**src/rtl/match_seq_ctl.sv**
```systemverilog
// rtl/match_seq_ctl.sv - Pong match sequencer: serve, rally, point hold, match end
module match_seq_ctl #(
  parameter int WIN_SCORE    = 5,
  parameter int SERVE_FRAMES = 60,
  parameter int POINT_FRAMES = 90
) (
  input  logic       clk,
  input  logic       rst,
  input  logic       vsync_in,
  input  logic       start,
  input  logic       abort,
  input  logic       mouse_left,
  input  logic       miss_left,
  input  logic       miss_right,
  output logic       ball_reset,
  output logic       ball_en,
  output logic       serve_dir,
  output logic [3:0] score_left,
  output logic [3:0] score_right,
  output logic [1:0] winner,
  output logic [2:0] state_out
);

  typedef enum logic [2:0] {
    IDLE  = 3'd0,
    SERVE = 3'd1,
    PLAY  = 3'd2,
    POINT = 3'd3,
    OVER  = 3'd4
  } state_t;

  localparam logic [3:0] WIN        = 4'(WIN_SCORE);
  localparam logic [7:0] SERVE_LAST = 8'(SERVE_FRAMES - 1);
  localparam logic [7:0] POINT_LAST = 8'(POINT_FRAMES - 1);

  state_t     state;
  logic [7:0] frame_cnt;
  logic       vsync_q;
  logic       mouse_q;
  logic       frame_tick;
  logic       mouse_click;

  assign frame_tick  = vsync_in & ~vsync_q;
  assign mouse_click = mouse_left & ~mouse_q;
  assign state_out   = state;

  always_ff @(posedge clk) begin
    if (rst) begin
      state       <= IDLE;
      frame_cnt   <= 8'd0;
      vsync_q     <= 1'b0;
      mouse_q     <= 1'b0;
      ball_reset  <= 1'b1;
      ball_en     <= 1'b0;
      serve_dir   <= 1'b0;
      score_left  <= 4'd0;
      score_right <= 4'd0;
      winner      <= 2'b00;
    end else begin
      vsync_q <= vsync_in;
      mouse_q <= mouse_left;
      if (frame_tick) frame_cnt <= frame_cnt + 8'd1;

      // Abort overrides everything; scores stay visible in IDLE.
      if (abort) begin
        state      <= IDLE;
        frame_cnt  <= 8'd0;
        ball_reset <= 1'b1;
        ball_en    <= 1'b0;
      end else begin
        case (state)
          IDLE, OVER: begin
            if (start) begin
              state       <= SERVE;
              frame_cnt   <= 8'd0;
              score_left  <= 4'd0;
              score_right <= 4'd0;
              winner      <= 2'b00;
              serve_dir   <= 1'b0;
              ball_reset  <= 1'b1;
              ball_en     <= 1'b0;
            end
          end
          SERVE: begin
            if (mouse_click || (frame_tick && frame_cnt == SERVE_LAST)) begin
              state      <= PLAY;
              frame_cnt  <= 8'd0;
              ball_reset <= 1'b0;
              ball_en    <= 1'b1;
            end
          end
          PLAY: begin
            if (miss_left || miss_right) begin
              state      <= POINT;
              frame_cnt  <= 8'd0;
              ball_reset <= 1'b1;
              ball_en    <= 1'b0;
              // A double miss replays the point without scoring.
              if (miss_left && !miss_right) begin
                serve_dir <= 1'b1;
                if (score_right != WIN) score_right <= score_right + 4'd1;
              end else if (miss_right && !miss_left) begin
                serve_dir <= 1'b0;
                if (score_left != WIN) score_left <= score_left + 4'd1;
              end
            end
          end
          POINT: begin
            if (frame_tick && frame_cnt == POINT_LAST) begin
              frame_cnt <= 8'd0;
              if (score_left == WIN) begin
                winner <= 2'b01;
                state  <= OVER;
              end else if (score_right == WIN) begin
                winner <= 2'b10;
                state  <= OVER;
              end else begin
                state <= SERVE;
              end
            end
          end
          default: begin
            state      <= IDLE;
            frame_cnt  <= 8'd0;
            ball_reset <= 1'b1;
            ball_en    <= 1'b0;
          end
        endcase
      end
    end
  end

endmodule

```
**config.mk**
```make
export PLATFORM = sky130hd
export DESIGN_NAME = match_seq_ctl
export DESIGN_NICKNAME = d
export VERILOG_FILES = /design/src/rtl/match_seq_ctl.sv
export SDC_FILE = /design/constraint.sdc
export NUM_CORES = 1
export LEC_CHECK = 0
export BUFFER_PORTS_ARGS = -buffer_cell sky130_fd_sc_hd__buf_2
export CAP_MARGIN = 20
export CELL_PAD_IN_SITES_DETAIL_PLACEMENT = 1
export CELL_PAD_IN_SITES_GLOBAL_PLACEMENT = 1
export CORE_UTILIZATION = 42
export CTS_CLUSTER_SIZE = 20
export DETAILED_ROUTE_END_ITERATION = 6
export GPL_TIMING_DRIVEN = 0
export PLACE_DENSITY_LB_ADDON = 0.1
export SKIP_LAST_GASP = 1
export SYNTH_ARGS = -nofsm -noshare
export SYNTH_HDL_FRONTEND = slang
export SYNTH_SLANG_ARGS = --single-unit
```
**constraint.sdc**
```tcl
create_clock -name clk -period 2.12 [get_ports clk]
set_input_delay 0.212 -clock clk [delete_from_list [all_inputs] [get_ports clk]]
set_output_delay 0.212 -clock clk [all_outputs]
set_load 0.03 [all_outputs]
```
==> results of run 1 <==
## flip-flops by register name (all words and copies together) (netlist names)
name and count:
ball_reset 1, ball_en 1, score_right 4, state_out 3, score_left 4, vsync_q 1, mouse_q 1, frame_cnt 8
serve_dir 1, winner 2
## per-stage QoR
step                hold WS (ns)  power (mW)  utilization, %
CTS                        0.104       0.856            50.6
global route               0.115       0.891            50.6
floorplan                  0.291       0.572               -
finish                     0.114       0.846            50.6
detailed placement         0.455       0.601            49.5
global placement           0.443       0.598            49.5
## kinds of logic (layout without fill, tap and decap cells)
kind of cell	count (synthesis)	after routing	synth area share, %
buffers and inverters	17	44	4.95
multiplexers	1	1	0.671
flip-flops	26	26	34.9
AO/OA/AOI/OAI	46	46	21.1
AND/OR/NAND/NOR	61	61	27.3
XOR/XNOR	6	6	3.52
adder cells (fa/ha/maj)	9	9	7.55
## layout make-up
cell class              count  area, um2  area share (%)
multi-input cells         123        897            52.8
flip-flops and latches     26        520            30.6
repair buffers             23        115            6.77
well taps                  46       57.6            3.38
inverters                  10       37.5            2.21
clock buffers               4       36.3            2.13
plain buffers               7       36.3            2.13
## layer usage
layer  track usage (%)  up-vias  routed length (um)
li1                  -      663                   -
met1              22.6      635                1510
met2              36.3       18                1760
met3              5.04        0                  91
met4              1.90        0                   0
met5                 0        -                   0
## path summary, 6_finish.rpt
kind	slack, ns	endpoint	depth (start not counted)	from
setup / recovery	0.26	state_out[0]	5	score_right[0]
hold reg to reg	0.51	ball_reset	2	ball_reset
hold / removal	0.11	mouse_q	2	mouse_left
setup reg to reg	0.26	state_out[0]	5	score_right[0]
## power breakdown
group	internal (mW)	switching, mW	total, mW
combinational	0.0325	0.0565	0.0890
clock	0.105	0.152	0.257
sequential	0.495	0.00528	0.500
total	0.633	0.214	0.846
## worst reg2reg max path: stages (launching register included)
cell       delay (ns)
dfxtp_1          0.45
ha_1             0.19
nand3b_1         0.14
a2111oi_2        0.68
nand2b_1         0.19
a311oi_1         0.09
## cell usage after synthesis (3+ instances only)
library cell | n | area share (%)
or3_1 | 3 | 1.3
dfxtp_1 | 26 | 35
inv_1 | 10 | 2.5
or4_1 | 7 | 3.5
nor2_1 | 6 | 1.5
xnor2_1 | 5 | 2.9
nand2b_1 | 3 | 1.3
nor3_1 | 5 | 1.7
nor2b_1 | 5 | 2.1
ha_1 | 9 | 7.6
nand3b_1 | 7 | 3.5
a21oi_1 | 19 | 6.4
o31ai_1 | 4 | 2.0
nand2_1 | 10 | 2.5
nand3_1 | 3 | 1.0
clkbuf_1 | 4 | 1.0
o21ai_0 | 6 | 2.0
==> summary.txt, run 1 <==
STA
  • # setup viols final: 0
  • RSZ-0062 raised after global routing: no
  • Setup TNS: 0 ns
  • Slew of the pin with the lowest slew margin: 0.647 ns
  • Tcrit/Tclk final: 87.9%
  • Max Clk Rate: 537 MHz
  • Clock Skew: 0.00231 ns
  • Rel. slew slack: 56.8%
  • Worst Setup Slack, final: 0.256 ns
  • Count of pins over their slew limit: 0
  • Final worst path period need: 1.86 ns
  • Fin. Hold Viols: 0

Setup path
  • Crit-path cells: ha_1 > nand3b_1 > a2111oi_2 > nand2b_1 > a311oi_1
  • Worst Setup Path Type: register to register
  • CP required: 2.32 ns
  • CP top delay family: compound AO/OA/AOI/OAI gates
  • Worst setup SP type: register
  • CP endpoint kind: register
  • Bufs and invs on worst path: 0
  • CP max FO: 6
  • Worst path slowest cell: a2111oi_2
  • WP data arrival: 2.06 ns
  • Max stage delay on crit path: 0.68 ns

Layout
  • Final #Nets: 211
  • Commonest cells after routing, fill and taps aside: 26 x dfxtp_1, 24 x buf_2, 19 x a21oi_1
  • Fillers: 419
  • Post-route cell area: between 0.0015 and 0.002 mm2
  • Layout cells sized above 1: 22.3%
  • Final cell count without fillers: between 200 and 250
  • Antenna cells: 0
  • Commonest non-fill, non-tap cell in the layout: dfxtp_1
  • Layout area overhead: 14.0%

Min path
  • Hold Path Class: input pin to register

Floorplanning
  • Chip width: 61.6 um
  • Core area: roughly 0.0034 mm2
  • IO Pins: 24
  • Die area: around 0.0038 mm2
  • # rows: 21
  • Initial Utilization: roughly 44%
  • Die height: just over 60 um

Power
  • Peak supply drop: 0.431 mV
  • Pwr/cell area: 498 mW/mm2
  • Static Leak: 0.616 nW

Yosys
  • Async set-or-reset flop fraction in the synthesized netlist: 0%
  • Avg Cell Area, Syn: around 9 um2
  • Number of enable flip-flop cells after synthesis: 0
  • Mapped Area: 0.00149 mm2
  • Syn Nets: between 150 and 200
  • Sequential fraction of the synthesis area: a little over a third
  • Synth unique cells: 47
  • Top FF cell, synth: dfxtp_1
  • Ys Warns: 0
  • Seq cells post-synth: 26
  • Mapped Cells: about 170

GRT
  • GRT Util Overall: 19.3%
  • Global-route wire length before repair: ~5.5 mm
  • Vias in the first global route: 1255
  • GRT overflow: 0
  • Initial antenna violation count: 0
  • Largest net degree at the start of global routing: 15

Run status
  • Status: complete, no violations

CTS
  • CTS Buf Count: 3
  • Clock root buffer: clkbuf_4
  • Clock latency on the worst-skew pair: 0.33 ns
  • Post-cts sizing count: 0
  • Clk buf depth: 2
  • Hold-fix buffers, CTS: 0
  • Post-CTS Setup Inserts: 0
  • H-tree depth: 1
  • CTS Sinks: 26
  • Clk slew on worst S/H paths: 0.14 ns
  • CTS tree: yes

Routing
  • Number of vias per cell: roughly 5.5
  • DRT antenna net count: 0
  • Starting DRT DRC Count: 74
  • Vias post-DR: roughly 1300
  • Detailed Routing Iterations Pass 1: 4
  • # DRC: 0
  • Routed len/inst: 14.1 um
  • Drt total wl: 3.36 mm

Placed design
  • DP HPWL: 2.64 mm
  • RePlAce Congestion: 0.782
  • Placed inst area: 0.00166 mm2
  • I/O Buffers: 23
  • Pre-CTS setup slack: 0.285 ns
  • Placed Cells: roughly 240

Flow run
  • Maxcap violations: 0
Note: power is estimated with default switching activity, not from simulation.
==> run 2: changes to the inputs <==
ABC_AREA = 1   (was unset)
CORE_UTILIZATION = 39   (was 42)
==> run 2 against run 1 <==
Net effect:
- power up 22%
- global-route usage grew 0.32 points
- routed wire length is 10% higher
- non-clock buffer count decreased by 6
==> summary.txt, run 2 <==
Floorplanning
  • Die area: 0.00431 mm2
  • Chip width: 65.7 um
  • IO Pins: 24
  • # rows: 22
  • Core area: 0.00377 mm2
  • Initial Utilization: 41.9%
  • Die height: 65.7 um

Yosys
  • Yosys top cell by area: dfxtp_1
  • Mux contribution to synthesized area: 0%
  • Sequential fraction of the synthesis area: between 30% and 40%
  • Commonest cells post-synth: 59 x nand2_1, 40 x nor2_1, 30 x inv_1
  • Mapped Area: approximately 0.0016 mm2
  • Dominant cells by area after synthesis: dfxtp_1 33%, nand2_1 14%, nor2_1 9.5%, nand3_1 7.9%, ha_1 7.1%
  • Compound-Gate Fraction of Synth Area: roughly 5.1%
  • XOR/XNOR Fraction of Synth Area: about 3.9%
  • Synth Area in Adders: between 7 and 8%
  • Async set-or-reset flop fraction in the synthesized netlist: 0%
  • Number of enable flip-flop cells after synthesis: 0
  • Avg Cell Area, Syn: between 6 and 7 um2
  • Ys Warns: 0
  • Most common cell in the netlist: nand2_1
  • Simple-Gate Fraction of Synth Area: between 40% and 50%
  • Synth unique cells: 26
  • Mapped Cells: between 200 and 250
  • Post-synth top area share: between 30% and 40%
  • Seq cells post-synth: 26
  • Top FF cell, synth: dfxtp_1
  • Syn Nets: ~260
  • Largest family of logic cells by synthesized area: simple AND/OR/NAND/NOR gates

Layout
  • Layout cells sized above 1: 17.4%
  • Number of flip-flops in the largest register: 8
  • Final cell count without fillers: between 300 and 400
  • Layout area overhead: 13.4%
  • Biggest regs: frame_cnt: 8 flops, score_left: 4 flops, score_right: 4 flops
  • Most flop-heavy register: frame_cnt
  • Commonest non-fill, non-tap cell in the layout: nand2_1
  • Antenna cells: 0
  • Post-route cell area: between 0.0015 and 0.002 mm2
  • Core Util, Final: a little under half
  • Commonest cells after routing, fill and taps aside: 59 x nand2_1, 40 x nor2_1, 30 x inv_1
  • Final #Nets: roughly 280

Power
  • P_sw: 325 uW
  • Clock power share: 27.1%
  • Static Leak: 0.842 nW
  • Pwr/cell area: 575 mW/mm2
  • PnR Total Power: 1.03 mW
  • Sw Share: 31.5%
  • Part of the power in combinational logic: 21.5%
  • Peak supply drop: 0.223 mV
  • Sequential share of power: 51.4%
  • Int Pwr: 707 uW

Routing
  • Routed len/inst: 11.8 um
  • # DRC: 0
  • DRT antenna net count: 0
  • Drt total wl: between 3 and 4 mm
  • Starting DRT DRC Count: 30
  • Number of vias per cell: approximately 4.8
  • Detailed Routing Iterations Pass 1: 3
  • Vias post-DR: 1514

Placed design
  • Placed inst area: 0.00175 mm2
  • I/O Buffers: 22
  • DP HPWL: 2.96 mm
  • Pre-CTS setup slack: between 0.5 and 0.6 ns
  • RePlAce Congestion: ~0.74
  • Placed Cells: 310

Setup path
  • Crit-path cells: inv_1 > ha_1 > nand3_1 > nand2_1 > nand2_1 > nand3_1 > nor2_1 > nand2_1 > nand2_1 > nor2_1
  • Max stage delay on crit path: 0.43 ns
  • Worst Setup Path Type: register to register
  • CP top delay family: simple AND/OR/NAND/NOR gates
  • CP endpoint kind: register
  • Reg2Reg Setup Slack: between 0.5 and 0.6 ns
  • CP max FO: 6
  • Worst path most repeated cell: nand2_1
  • Bufs and invs on worst path: 1
  • WP data arrival: 1.72 ns
  • Worst path slowest cell: dfxtp_1
  • CP required: around 2.3 ns
  • Worst setup SP type: register

CTS
  • Clk buf depth: 2
  • Post-cts sizing count: 0
  • CTS tree: yes
  • Hold-fix buffers, CTS: 0
  • Post-CTS Setup Inserts: 0
  • Clock root buffer: clkbuf_8
  • CTS Buf Count: 3
  • H-tree depth: 1
  • CTS Sinks: 26
  • Clock latency on the worst-skew pair: 0.27 ns
  • Clk slew on worst S/H paths: approximately 0.090 ns

GRT
  • Vias in the first global route: between 1000 and 1500
  • GRT Util Overall: 19.6%
  • Global-route wire length before repair: about 6.5 mm
  • GRT overflow: 0
  • Initial antenna violation count: 0
  • Largest net degree at the start of global routing: 14

STA
  • Tcrit/Tclk final: 73.2%
  • Max Clk Rate: between 600 and 700 MHz
  • # setup viols final: 0
  • Final worst path period need: 1.55 ns
  • Setup TNS: 0 ns
  • Clock Skew: 0.00411 ns
  • Fin Hold WS: about 0.17 ns
  • RSZ-0062 raised after global routing: no
  • Slew of the pin with the lowest slew margin: about 0.46 ns
  • Fin. Hold Viols: 0
  • Worst Setup Slack, final: around 0.57 ns
  • Rel. slew slack: 69.3%
  • Count of pins over their slew limit: 0

Min path
  • Hold Path Class: input pin to register

Flow run
  • Maxcap violations: 0

Run status
  • Status: complete, no violations
[run 2: cell type report]
| cell class | instances | area (um2) |
|---|---|---|
| Sequential cell | 26 | 520 |
| Clock buffer | 3 | 41.3 |
| Tap cell | 48 | 60.1 |
| Timing Repair Buffer | 22 | 110 |
| Fill cell | 529 | 1980 |
| Inverter | 35 | 131 |
| Buffer | 2 | 10.0 |
| Multi-Input combinational cell | 177 | 920 |
[run 2: power by group through the flow]
stage / registers (mW) / logic, mW / clock network (mW)
after floorplan: 0.572 / 0.133 / 0
after global placement: 0.542 / 0.219 / 0
after detailed placement: 0.542 / 0.224 / 0
after CTS: 0.531 / 0.225 / 0.307
after global routing: 0.535 / 0.253 / 0.313
final: 0.530 / 0.222 / 0.280
[run 2: worst paths after layout]
| path | startpoint | end | cells past startpoint |
|---|---|---|---|
| setup / recovery | score_right[1] | score_right[0] | 10 |
| hold / removal | vsync_in | vsync_q | 3 |
| setup reg to reg | score_right[1] | score_right[0] | 10 |
| hold reg to reg | ball_en | ball_en | 2 |
[run 2: cell families (layout without fill, tap and decap cells)]
| logic type | count (synthesis) | in the layout |
|---|---|---|
| buffers and inverters | 37 | 62 |
| adder cells (fa/ha/maj) | 9 | 9 |
| AND/OR/NAND/NOR | 146 | 146 |
| AO/OA/AOI/OAI | 15 | 15 |
| flip-flops | 26 | 26 |
| XOR/XNOR | 7 | 7 |
[run 2: metal layers]
layer | global-route usage, % | part of all wire (%)
met3 | 2.26 | 2.0
met5 | 0 | 0
met2 | 34.2 | 46
met1 | 24.4 | 50
met4 | 7.34 | 1.8
[run 2: worst register-to-register path: cells and delay by family, from the launching register on]
kind,cells,cell delay [ns]
buffers and inverters,1,0.07
AND/OR/NAND/NOR,8,0.77
flip-flops,1,0.43
adder cells (fa/ha/maj),1,0.18
==> run 3: changes to the inputs <==
ABC_AREA = 0   (was 1)
CORE_UTILIZATION = 38   (was 39)
clock period = 1.4 ns   (was 2.12 ns; I/O delays follow)
==> run 3 against run 2 <==
Net effect:
- the flow now finishes with violations (setup timing)
- count of clock-buffer cells in the layout increased by 1
- largest power group unchanged
- power increased by 32%
- global-route usage increased by 1.1 points
- utilization increased by 9.0 points
- worst hold slack got worse by 0.063 ns
- flip-flop and latch count unchanged
- die area decreased by 3.1%
- maximum frequency decreased by 4.4%
==> summary.txt, run 3 (synthesized netlist as in run 1, its figures left out) <==
Setup path
  • CP startpoint: frame_cnt[7]
  • Worst setup SP type: register
  • Worst Setup Path Type: register to register
  • WP data arrival: 1.78 ns
  • Max stage delay on crit path: 0.54 ns
  • CP endpoint kind: register
  • Crit-path cells: nand4bb_4 > or4_4 > buf_6 > nand4b_4 > a22oi_2
  • R2R Path Start: frame_cnt[7]
  • CP max FO: 8
  • CP required: 1.55 ns
  • Worst path slowest cell: or4_4

Placed design
  • Placed inst area: around 0.0018 mm2
  • Placed Cells: around 240
  • DP HPWL: 2.84 mm
  • RePlAce Congestion: ~0.77
  • I/O Buffers: 23

Layout
  • Number of flip-flops in the largest register: 8
  • Layout cells sized above 1: 49.3%
  • Post-route cell area: 0.00210 mm2
  • Antenna cells: 0
  • Layout area overhead: 40.8%
  • Core Util, Final: a little under three fifths
  • Commonest non-fill, non-tap cell in the layout: buf_2
  • Most flop-heavy register: frame_cnt
  • Final cell count without fillers: 257
  • Final #Nets: 227
  • Commonest cells after routing, fill and taps aside: 23 x buf_2, 15 x buf_4, 12 x dfxtp_1
  • Biggest regs: frame_cnt: 8 flops, score_left: 4 flops, score_right: 4 flops
  • Fillers: 435

CTS
  • CTS Buf Count: 3
  • CTS tree: yes
  • H-tree depth: 1
  • Clock root buffer: clkbuf_8
  • Clk buf depth: 2
  • CTS Sinks: 26
  • Clock latency on the worst-skew pair: 0.27 ns
  • Clk slew on worst S/H paths: 0.10 ns

STA
  • Max Clk Rate: between 600 and 700 MHz
  • Tcrit/Tclk final: 116%
  • Count of pins over their slew limit: 0
  • Clock Skew: slightly below 0.006 ns
  • Setup TNS: -4.34 ns
  • Slew of the pin with the lowest slew margin: 0.522 ns
  • # setup viols final: 23
  • Worst Setup Slack, final: -0.222 ns
  • Final worst path period need: approximately 1.6 ns
  • Rel. slew slack: 65.2%
  • Fin. Hold Viols: 0
  • Fin Hold WS: approximately 0.11 ns
  • RSZ-0062 raised after global routing: yes

Floorplanning
  • Die height: 64.7 um
  • Core area: roughly 0.0037 mm2
  • Initial Utilization: 40.1%
  • Chip width: 64.7 um
  • IO Pins: 24
  • # rows: 22
  • Die area: 0.00418 mm2

Routing
  • DRT antenna net count: 0
  • Detailed Routing Iterations Pass 1: 4
  • Starting DRT DRC Count: 57
  • Routed len/inst: between 15 and 20 um
  • Number of vias per cell: 5.43
  • # DRC: 0
  • Vias post-DR: between 1000 and 1500
  • Drt total wl: 4.03 mm

Power
  • Peak supply drop: 0.424 mV
  • Pwr/cell area: 649 mW/mm2
  • Static Leak: 0.750 nW

GRT
  • Largest net degree at the start of global routing: 15
  • Initial antenna violation count: 0
  • Vias in the first global route: 1477
  • GRT Util Overall: about 21%
  • GRT overflow: 0
  • Global-route wire length before repair: 6.85 mm

Flow run
  • Maxcap violations: 0

Min path
  • Worst Hold Launch: mouse_left
  • Hold Path Class: input pin to register

Run status
  • Failing checks: setup timing
  • Status: complete, but fails checks
run 3: final cells by class:
cell class / count / area (um2) / share of cell area, %
multi-input cells: 123 / 1100 / 52.3
flip-flops and latches: 26 / 558 / 26.6
repair buffers: 40 / 250 / 11.9
well taps: 48 / 60.1 / 2.86
plain buffers: 6 / 50.0 / 2.38
clock buffers: 4 / 45.0 / 2.15
inverters: 10 / 37.5 / 1.79
run 3: path summary, 6_finish.rpt:
path / to / cells after the start / slack, ns
setup reg to reg: frame_cnt[3] / 5 / -0.22
hold / removal: mouse_q / 2 / 0.11
setup / recovery: frame_cnt[3] / 5 / -0.22
hold reg to reg: score_right[3] / 2 / 0.51
run 3: metrics by stage:
step,setup slack [ns],power (mW)
floorplan,-0.172,0.867
global placement,-0.298,0.907
detailed placement,-0.378,0.914
CTS,-0.249,1.37
global route,-0.295,1.42
finish,-0.222,1.36
run 3: per-layer routing:
metal,GRT usage [%],up-vias,part of all wire (%)
met5,0,-,0
met4,4.17,0,0.55
met3,2.64,2,2.0
met2,39.1,17,53
met1,24.9,681,45
li1,-,695,-
run 3: where the power goes:
group / internal [mW] / switching [mW] / leakage (nW) / total (mW)
Clock: 0.204 / 0.240 / 0.0228 / 0.444
Sequential: 0.736 / 0.00813 / 0.220 / 0.744
Combinational: 0.0669 / 0.108 / 0.508 / 0.175
Total: 1.01 / 0.356 / 0.750 / 1.36
run 3: worst max-delay path, delay by kind of cell (launching register included):
family	cells	cell delay (ns)
simple gates	3	0.92
flops	1	0.33
buf+inv	1	0.15
compound gates	1	0.10
run 3: timing repair:
action	4_1_cts	5_1_grt
endpoints found under the setup margin	24	24
buffers inserted	13	4
resized for setup	34	13
hold buffers	0	0
pin swaps	14	5
